$ cat src/rtl/pipe_chain_pkg.sv
// Shared types and helpers for the pipe_chain datapath backbone.
// Sizing limits below bound STAGES to at most MaxStages slots.
package pipe_chain_pkg;

  localparam int unsigned StagesDefault = 4;
  localparam int unsigned MaxStages     = 256;
  localparam int unsigned MaxIdxW       = 8;
  localparam int unsigned PopW          = 9;

  typedef struct packed {
    logic               req;
    logic [MaxIdxW-1:0] idx;
  } pipe_flush_t;

  function automatic logic [PopW-1:0] popcount(input logic [MaxStages-1:0] vec);
    logic [PopW-1:0] cnt;
    cnt = '0;
    for (int i = 0; i < int'(MaxStages); i++) begin
      cnt = cnt + PopW'(vec[i]);
    end
    return cnt;
  endfunction

endpackage

$ cat src/rtl/pipe_chain_slot.sv
// One pipeline slot: a valid/data register that loads from upstream,
// takes a bubble, holds, or is killed by a flush.
module pipe_slot
  import pipe_chain_pkg::*;
#(
  parameter int unsigned WIDTH = 64
) (
  input  logic             clk,
  input  logic             rst,
  input  logic             load_i,
  input  logic             kill_i,
  input  logic             valid_i,
  input  logic [WIDTH-1:0] data_i,
  output logic             valid_o,
  output logic [WIDTH-1:0] data_o
);

  logic             valid_d, valid_q;
  logic [WIDTH-1:0] data_d, data_q;

  // Kill wins over load; data is left in place when the slot is invalidated.
  always_comb begin
    valid_d = valid_q;
    data_d  = data_q;
    if (kill_i) begin
      valid_d = 1'b0;
    end else if (load_i) begin
      valid_d = valid_i;
      if (valid_i) begin
        data_d = data_i;
      end
    end
  end

  always_ff @(posedge clk or posedge rst) begin
    if (rst) begin
      valid_q <= 1'b0;
      data_q  <= '0;
    end else begin
      valid_q <= valid_d;
      data_q  <= data_d;
    end
  end

  assign valid_o = valid_q;
  assign data_o  = data_q;

endmodule

$ cat src/rtl/pipe_chain.sv
// N-stage valid/data pipeline with per-stage hold, bubble collapsing,
// indexed flush, ready/valid ends and retire/kill debug counters.
module pipe_chain
  import pipe_chain_pkg::*;
#(
  parameter int unsigned STAGES = StagesDefault,
  parameter int unsigned WIDTH  = 64,
  parameter int unsigned CNT_W  = 32,
  parameter int unsigned IDX_W  = (STAGES > 1) ? $clog2(STAGES) : 1
) (
  input  logic                          clk,
  input  logic                          rst,
  input  logic                          in_valid,
  input  logic [WIDTH-1:0]              in_data,
  output logic                          in_ready,
  input  logic [STAGES-1:0]             stage_hold,
  input  logic                          flush_req,
  input  logic [IDX_W-1:0]              flush_idx,
  input  logic                          out_ready,
  output logic                          out_valid,
  output logic [WIDTH-1:0]              out_data,
  output logic [STAGES-1:0]             stage_valid,
  output logic [STAGES*WIDTH-1:0]       stage_data,
  output logic [$clog2(STAGES+1)-1:0]   occupancy,
  output logic [CNT_W-1:0]              retired,
  output logic [CNT_W-1:0]              killed
);

  localparam int unsigned OccW = $clog2(STAGES + 1);

  logic [STAGES-1:0] v, pass, kill, up_valid, kill_live;
  logic [STAGES:0]   ready;
  logic [WIDTH-1:0]  d [STAGES];
  pipe_flush_t       flush;
  logic              in_fire, out_fire;
  logic [CNT_W-1:0]  retired_d, retired_q, killed_d, killed_q;

  // Ready ripples from the consumer back towards slot 0.
  always_comb begin
    ready         = '0;
    ready[STAGES] = out_ready;
    for (int i = int'(STAGES) - 1; i >= 0; i--) begin
      ready[i] = !v[i] | (!stage_hold[i] & ready[i+1]);
    end
  end

  always_comb begin
    flush.req = flush_req;
    flush.idx = MaxIdxW'(flush_idx);
    pass      = v & ~stage_hold;
    for (int i = 0; i < int'(STAGES); i++) begin
      kill[i] = flush.req && (MaxIdxW'(i) <= flush.idx);
    end
    in_ready  = ready[0] & !flush.req;
    in_fire   = in_valid & in_ready;
    out_valid = pass[STAGES-1];
    out_data  = d[STAGES-1];
    out_fire  = out_valid & out_ready;
    // A killed upstream slot passes nothing across the flush boundary.
    up_valid    = '0;
    up_valid[0] = in_fire;
    for (int i = 1; i < int'(STAGES); i++) begin
      up_valid[i] = pass[i-1] & !kill[i-1];
    end
  end

  for (genvar g = 0; g < int'(STAGES); g++) begin : g_slot
    logic [WIDTH-1:0] src_data;
    if (g == 0) begin : g_head
      assign src_data = in_data;
    end else begin : g_body
      assign src_data = d[g-1];
    end

    pipe_slot #(
      .WIDTH (WIDTH)
    ) u_slot (
      .clk     (clk),
      .rst     (rst),
      .load_i  (ready[g]),
      .kill_i  (kill[g]),
      .valid_i (up_valid[g]),
      .data_i  (src_data),
      .valid_o (v[g]),
      .data_o  (d[g])
    );

    assign stage_data[g*WIDTH +: WIDTH] = d[g];
  end

  // A last-slot packet that leaves this cycle is retired, never killed.
  always_comb begin
    kill_live = v & kill;
    if (out_fire) begin
      kill_live[STAGES-1] = 1'b0;
    end
    retired_d = retired_q + CNT_W'(out_fire);
    killed_d  = killed_q + CNT_W'(popcount(MaxStages'(kill_live)));
  end

  always_ff @(posedge clk or posedge rst) begin
    if (rst) begin
      retired_q <= '0;
      killed_q  <= '0;
    end else begin
      retired_q <= retired_d;
      killed_q  <= killed_d;
    end
  end

  assign stage_valid = v;
  assign occupancy   = OccW'(popcount(MaxStages'(v)));
  assign retired     = retired_q;
  assign killed      = killed_q;

endmodule

$ cat config.mk
export PLATFORM = sky130hd
export DESIGN_NAME = pipe_chain
export DESIGN_NICKNAME = d
export VERILOG_FILES = /design/src/rtl/pipe_chain_pkg.sv /design/src/rtl/pipe_chain_slot.sv /design/src/rtl/pipe_chain.sv
export SDC_FILE = /design/constraint.sdc
export NUM_CORES = 1
export LEC_CHECK = 0
export ABC_AREA = 1
export CORE_AREA = 4 4 178 180
export DETAILED_ROUTE_END_ITERATION = 10
export DIE_AREA = 0 0 182 184
export DONT_BUFFER_PORTS = 1
export GPL_TIMING_DRIVEN = 0
export PLACE_DENSITY = 0.69
export SLEW_MARGIN = 0
export SYNTH_ARGS = -nofsm -noshare
export SYNTH_HDL_FRONTEND = slang
export SYNTH_SLANG_ARGS = --single-unit
export TNS_END_PERCENT = 50
$ cat constraint.sdc
create_clock -name clk -period 33.5 [get_ports clk]
set_input_delay 5.025 -clock clk [delete_from_list [all_inputs] [get_ports clk]]
set_output_delay 5.025 -clock clk [all_outputs]
set_load 0.01 [all_outputs]
# After elaboration in Yosys (flattened, before gate mapping)
# Cells that the tools add are included.
# totals
mem_bits_ro	0
ram_bits	0
memories	0
latchBits	0
regBits	324
elab_cells	73
out_inout_bits	393
# op_classes
shifts	0
reduce_logical	22
addsub	8
magnitude_cmp	3
n_bitwise	21
multipliers	0
muxes	9
div	0
eq_ne	0
# ops
cell	n
$add A32 B1 Y32	1
$add A32 B4 Y32	1
$reduce_and A3 Y1	4
$logic_not A1 Y1	11
$and A1 B1 Y1	10
$mux W1	9
$and A4 B4 Y4	2
$reduce_bool A2 Y1	4
$add A2 B1 Y3	2
$add A1 B1 Y2	2
$add A3 B1 Y4	1
$le A2 B2 Y1 const A	2
$not A1 Y1	4
$not A4 Y4	1
$or A1 B1 Y1	4
$add A3 B1 Y3	1
$logic_and A1 B1 Y1	3
$le A1 B2 Y1 const A	1

# Logic depth before layout (Yosys ltp)
# Gate-level depths: netlist (run 1).
# logic_depth
word_depth	13
ltp_mapped	14

# By module
# A second synthesis (run 1) with hierarchy kept.
# unflattened
cells_unflattened	1634
area_unflattened_um2	14781.7
# by_module_without_submodules
module	n_inst	cells_per_inst	area_each_um2	seq_area_each_um2
pipe_slot	4	290	2703.8	1626.6
pipe_chain	1	474	3966.3	1601.5

# Worst setup path before layout (run 1)
# No wires, ideal clock.
# synth_path
path_type	input port to output port
start	input stage_hold[3]
end	output in_ready
slack_ns	22.766
n_path_buf	0
cell_stages	9
t_arrival_ns	5.709
path_cell_list	inv_1 > nand2_2 > nand2_2 > nand2_1 > nand2_2 > nand2_2 > nand2_4 > nand2_4 > a21oi_1
# synth_via
elab_chain_len	10
# synth_lines
element	line_no	text
from (decl)	pipe_chain.sv:16	input logic [STAGES-1:0] stage_hold,
$logic_not A1 Y1	pipe_chain.sv:43	ready[i] = !v[i] | (!stage_hold[i] & ready[i+1]);
$and A1 B1 Y1	pipe_chain.sv:43	
$or A1 B1 Y1	pipe_chain.sv:43	
$and A1 B1 Y1	pipe_chain.sv:43	
$or A1 B1 Y1	pipe_chain.sv:43	
$and A1 B1 Y1	pipe_chain.sv:43	
$or A1 B1 Y1	pipe_chain.sv:43	
$and A1 B1 Y1	pipe_chain.sv:43	
$or A1 B1 Y1	pipe_chain.sv:43	
$and A1 B1 Y1	pipe_chain.sv:54	in_ready = ready[0] & !flush.req;
to (decl)	pipe_chain.sv:15	output logic in_ready,
# No other way between the ends.

# Worst setup path in the final report (run 1)
# Same ends and word-level chain as after synthesis.

==> qor.yml, run 1 <==
status: "finished clean"
slew_violations: 0
yosys-top-cells-area: "dfrtp_1, nand2_1, buf_4, inv_1, nand4_1"
ctsHoldBuffers: 0
postRouteAntennaNets: 0
finalHoldViolCount: 0
avgRoutedWirePerCell_um: 21.6
yosysTopAreaCell: "dfrtp_1"
p_int_uw: 827
cp.arrival_ps: 5990
cts_tree: "built"
r2r-end: "killed[24]"
die_y_um: 184
place_area_sq_um: 14600
layout.cells.non_filler: 1957
slowest_stage: "a21oi_1"
synth_edf_count: 0
grt_max_degree: 129
cts_resized: 0
crit_path_start_kind: "input port"
r2r_cells: 11
die_area_sq_um: 33500
skew_ps: 9.20
gp_congestion: 0.913
worst-path-buf-inv: 1
totalWireLength_um: 42300
drive_gt1_share_pct: 13.4
crit_required_ps: 28470
syn_nets: 1580
io_buffers: 0
maxSlewHeadroom_pct: 45.2
numCtsBuffers: 35
clk_pin_slew_ps: 60
first_global_vias: 10400
drc: 0
crit_family: "simple AND/OR/NAND/NOR gates"
cts_buffer_depth: 3
crit_type: "input port to output pin"
holdPathEnd: "g_slot[0].u_slot.data_o[47]"
seq_area_sq_um: 8110
drt_iter0_drc: 674
cts_sinks: 324
synth_cell_types: 34
cp_cell_sequence: "inv_1 -> nand2_2 -> nand2_2 -> nand2_1 -> nand2_2 -> nand2_2 -> nand2_4 -> nand2_4 -> a21oi_1"
worst_slew_pin_slew_ps: 822
synth.most_common_cell: "dfrtp_1"
fin_crit_sh_pct: 32.9
hp-class: "register to register"
grt_pass1_wl_um: 62800
overflow: 0
fmax_ghz: 0.0908
core_area_sq_um: 30200
post_cts_buffers: 0
cp_slowest_stage_delay_ps: 400
drtPass1Iterations: 5
synth_flop_cell: "dfrtp_1"
place_inst: 1894
fin_crit_ps: 11010
crit_path_max_fanout: 3
rows: 64
io_pins: 468
cp_common_cell: "nand2_2"
h-tree-depth: 2
ys_ff_latch: 324
rsz0062_at_grt: "no"
p_seq_share_pct: 52.9
setup_viol: 0
initial_core_util_pct: 46.5
tns_ps: 0
antenna_found_initial: 0
ir_drop_mv: 0.0423
hpwl_um: 31700
drv_cap: 0
clockPowerShare_pct: 30.5
async_flop_share_pct: 100
clock_latency_ps: 510
crit_path_end_kind: "output pin"
rrSetupSlack_ps: 30300
min_from: "g_slot[0].u_slot.data_o[47]"
hold_depth: 2
regToRegStartpoint: "g_slot[0].u_slot.valid_o"
fin_area_sq_um: 15800
syn_area_sq_um: 14000
via_per_inst: 5.38
power_frac_comb_pct: 16.6
syn_inst: 1496
synth_seq_area_share_pct: 57.8
diodes: 0
cts_root_buf: "clkbuf_16"
multi_input_area_sq_um: 4290
power.density_nw_per_um2: 81.0
vias: 10500
synth_top_area_share_pct: 57.8
grt.total_usage_pct: 24.1
p_leak_nw: 8.06
yosysWarnings: 0
synth_common_cells: "dfrtp_1, nand2_1, inv_1, nor2_1, buf_4"
fill_cells: 2744
die_x_um: 182
nets: 1619
switchingPower_uw: 448
area_growth_pct: 12.2
swShare_pct: 35.2
avgSynthCellArea_sq_um: 9.38
-- layout make-up --
cell class	instances	share of cell area, %
clock buffers	51	6.39
flip-flops and latches	324	51.5
well taps	396	3.15
plain buffers	138	6.20
repair buffers	2	0.350
clock inverters	12	0.969
inverters	175	4.22
multi-input cells	859	27.3
-- worst max-delay path by stage --
stage                        from                          end  slack, ps  cells after the start
floorplan                     rst   g_slot[0].u_slot.data_o[0]      19510                      1
global placement              rst  g_slot[3].u_slot.data_o[20]      16310                      1
detailed placement  stage_hold[3]                     in_ready      22520                      9
CTS                 stage_hold[3]                     in_ready      22510                      9
global route        stage_hold[3]                     in_ready      22460                      9
finish              stage_hold[3]                     in_ready      22490                      9
-- logic make-up after synthesis --
logic type | count (synthesis) | share of synthesized area (%)
simple gates | 592 | 18.7
flops | 324 | 57.8
fa+ha+maj | 9 | 1.02
xor+xnor | 59 | 3.68
compound gates | 199 | 7.18
buf+inv | 313 | 11.6
-- power by group through the flow --
stage | Combinational, mW | Clock, mW | Sequential, mW
6_report | 0.212 | 0.389 | 0.675
5_1_grt | 0.242 | 0.412 | 0.688
2_1_floorplan | 0.181 | 0 | 0.625
3_3_place_gp | 0.204 | 0 | 0.679
4_1_cts | 0.214 | 0.396 | 0.676
3_5_place_dp | 0.214 | 0 | 0.681
-- layer usage --
layer  vias up  routed length [um]  share of wire, %  GRT usage (%)
met2       514               20300                48           39.1
li1       4770                   -                 -              -
met3        96                4310                10           7.28
met4         0                1540               3.6           8.83
met1      5144               16200                38           30.9
met5         -                   0                 0              0
-- placed cells by master, fill, tap and decap left out, types with 4 or more instances in the layout --
master | Yosys | final
buf_4 | 88 | 88
o21ai_1 | 60 | 60
xor2_1 | 41 | 41
inv_6 | 0 | 4
nand4_1 | 84 | 84
nand2_2 | 14 | 14
a21oi_1 | 66 | 66
nor2_1 | 123 | 123
clkinv_2 | 0 | 4
nand2_1 | 322 | 322
fa_1 | 4 | 4
clkbuf_16 | 0 | 35
nor3_1 | 16 | 16
buf_12 | 5 | 5
ha_1 | 5 | 5
nand3_1 | 12 | 12
inv_1 | 173 | 172
dfrtp_1 | 324 | 324
buf_2 | 23 | 23
clkbuf_1 | 20 | 29
nor3_2 | 4 | 4
xnor2_1 | 18 | 18
o21ai_0 | 70 | 70
clkbuf_8 | 0 | 7
-- tightest hold or removal path, stage by stage, from the launching register on --
cell     delay (ps)
dfrtp_1         410
nand2_1          70
nand2_1          50
-- sequential cells by signal (all words and copies together), names as in the netlist --
signal	flops
retired	32
g_slot.u_slot.valid_o	4
killed	32
g_slot.u_slot.data_o	256
-- per-stage QoR --
step | hold WS, ps | utilization (%) | total power, mW | setup slack, ps
final | 561 | 52.2 | 1.28 | 22490
after global routing | 589 | 52.2 | 1.34 | 22460
after CTS | 565 | 52.2 | 1.29 | 22510
after detailed placement | 539 | 48.3 | 0.894 | 22520
after global placement | 539 | 48.1 | 0.883 | 16310
after floorplan | 507 | - | 0.806 | 19510
No activity file was read; power rests on OpenSTA's default activity.
==> run 2: changes to the inputs <==
PLACE_DENSITY = 0.72   (was 0.69)
clock period = 9.9 ns   (was 33.5 ns; I/O delays follow)
==> run 2 against run 1 <==
  * Die area did not move
  * Non-clock buffer count is 7 higher
  * Critical path depth is the same
  * Cell count rose by 0.20%
  * Combinational power rose to 3.4 times the previous value
  * Register-to-register slack worse by 24000 ps
  * Design area rose by 0.83%
  * Routed wire length is 1.1% higher
  * Core utilization up 0.44 points
  * Sequential power grew to 3.4 times the previous value
  * Sequential share of layout area decreased by 0.43 points
  * Largest power group unchanged
==> qor.yml, run 2 (synthesis gave the netlist of run 1 again) <==
crit_path_end_kind: "output pin"
drt_iter0_drc: 727
cts_tree: "built"
post_cts_buffers: 0
clock_latency_ps: 510
worst_slew_pin_slew_ps: 690
die_y_um: 184
antenna_found_initial: 1
numCtsBuffers: 35
crit_required_ps: 8420
drtPass1Iterations: 4
io_pins: 468
drive_gt1_share_pct: 13.9
crit_path_max_fanout: 3
cts_resized: 0
hp-class: "register to register"
largest_reg_flops: 256
final_common_cell: "dfrtp_1"
area_growth_pct: 13.2
multi_input_area_sq_um: 4290
cts_root_buf: "clkbuf_16"
crit_path_start_kind: "input port"
cts_sinks: 324
maxSlewHeadroom_pct: 54.0
grt_pass1_wl_um: 64500
cts_buffer_depth: 3
finalHoldViolCount: 0
crit_type: "input port to output pin"
hold_depth: 1
final_cell_mix: "dfrtp_1, nand2_1, inv_1, nor2_1, buf_4"
fmax_ghz: 0.255
core_area_sq_um: 30200
diodes: 0
fin_crit_sh_pct: 39.6
status: "finished clean"
rsz0062_at_grt: "no"
cp.arrival_ps: 2440
postRouteAntennaNets: 0
first_global_vias: 10600
seq_area_sq_um: 8110
die_area_sq_um: 33500
initial_core_util_pct: 46.5
drv_cap: 0
r2r_cells: 11
h-tree-depth: 2
finalPower_mw: 4.33
fin_crit_ps: 3920
drc: 0
clk_pin_slew_ps: 50
hpwl_um: 32800
slew_violations: 0
gp_congestion: 0.917
p_leak_nw: 8.12
avgRoutedWirePerCell_um: 21.8
ir_drop_mv: 0.169
nets: 1626
ctsHoldBuffers: 0
power.density_nw_per_um2: 272
via_per_inst: 5.41
fill_cells: 2655
vias: 10600
die_x_um: 182
overflow: 0
tns_ps: 0
totalWireLength_um: 42700
rows: 64
skew_ps: 26.5
grt.total_usage_pct: 24.7
grt_max_degree: 45
io_buffers: 0
setup_viol: 0
run 2: report_power, final:
group          internal (mW)  total, mW  switching [mW]  leakage [nW]
Sequential              1.68       2.28           0.599          4.04
Clock                  0.787       1.32           0.531         0.573
Combinational          0.333      0.728           0.395          3.51
run 2: final timing paths:
path / from / to / slack, ps
max reg2reg: g_slot[0].u_slot.valid_o / killed[24] / 6690
max: stage_hold[3] / in_ready / 5980
min: killed[31] / killed[31] / 540
min reg2reg: killed[31] / killed[31] / 540
min in group asynchronous: rst / g_slot[3].u_slot.data_o[52] / 950
max in group asynchronous: rst / g_slot[0].u_slot.data_o[17] / 7560
run 2: stage by stage:
| stage | utilization [%] | std cells | cell area, sq um | hold slack [ps] | setup WS, ps |
|---|---|---|---|---|---|
| after floorplan | - | 1496 | 14000 | 507 | 4090 |
| after global placement | 48.1 | 1892 | 14500 | 538 | 2480 |
| after detailed placement | 48.7 | 1901 | 14700 | 539 | 5570 |
| after CTS | 52.6 | 1961 | 15900 | 546 | 5980 |
| after global routing | 52.6 | 1961 | 15900 | 560 | 5890 |
| final | 52.6 | 1961 | 15900 | 542 | 5980 |
run 2: final cells by class:
cell class	instances	area share [%]
Timing Repair Buffer	9	1.13
Multi-Input combinational cell	859	27.0
Sequential cell	324	51.0
Inverter	175	4.16
Clock buffer	49	6.55
Buffer	138	6.15
Tap cell	396	3.12
Clock inverter	11	0.811
run 2: metal layers:
| metal | track usage, % | vias to the layer above | routed length, um |
|---|---|---|---|
| li1 | - | 4785 | - |
| met1 | 31.7 | 5179 | 16600 |
| met2 | 39.8 | 526 | 20400 |
| met3 | 7.74 | 112 | 4080 |
| met4 | 8.86 | 2 | 1630 |
| met5 | 0 | - | 17 |
run 2: worst max-delay path, stage by stage:
cell	delay [ps]
inv_1	40
nand2_2	80
nand2_2	80
nand2_1	60
nand2_2	80
nand2_2	70
nand2_4	80
nand2_4	60
a21oi_1	400
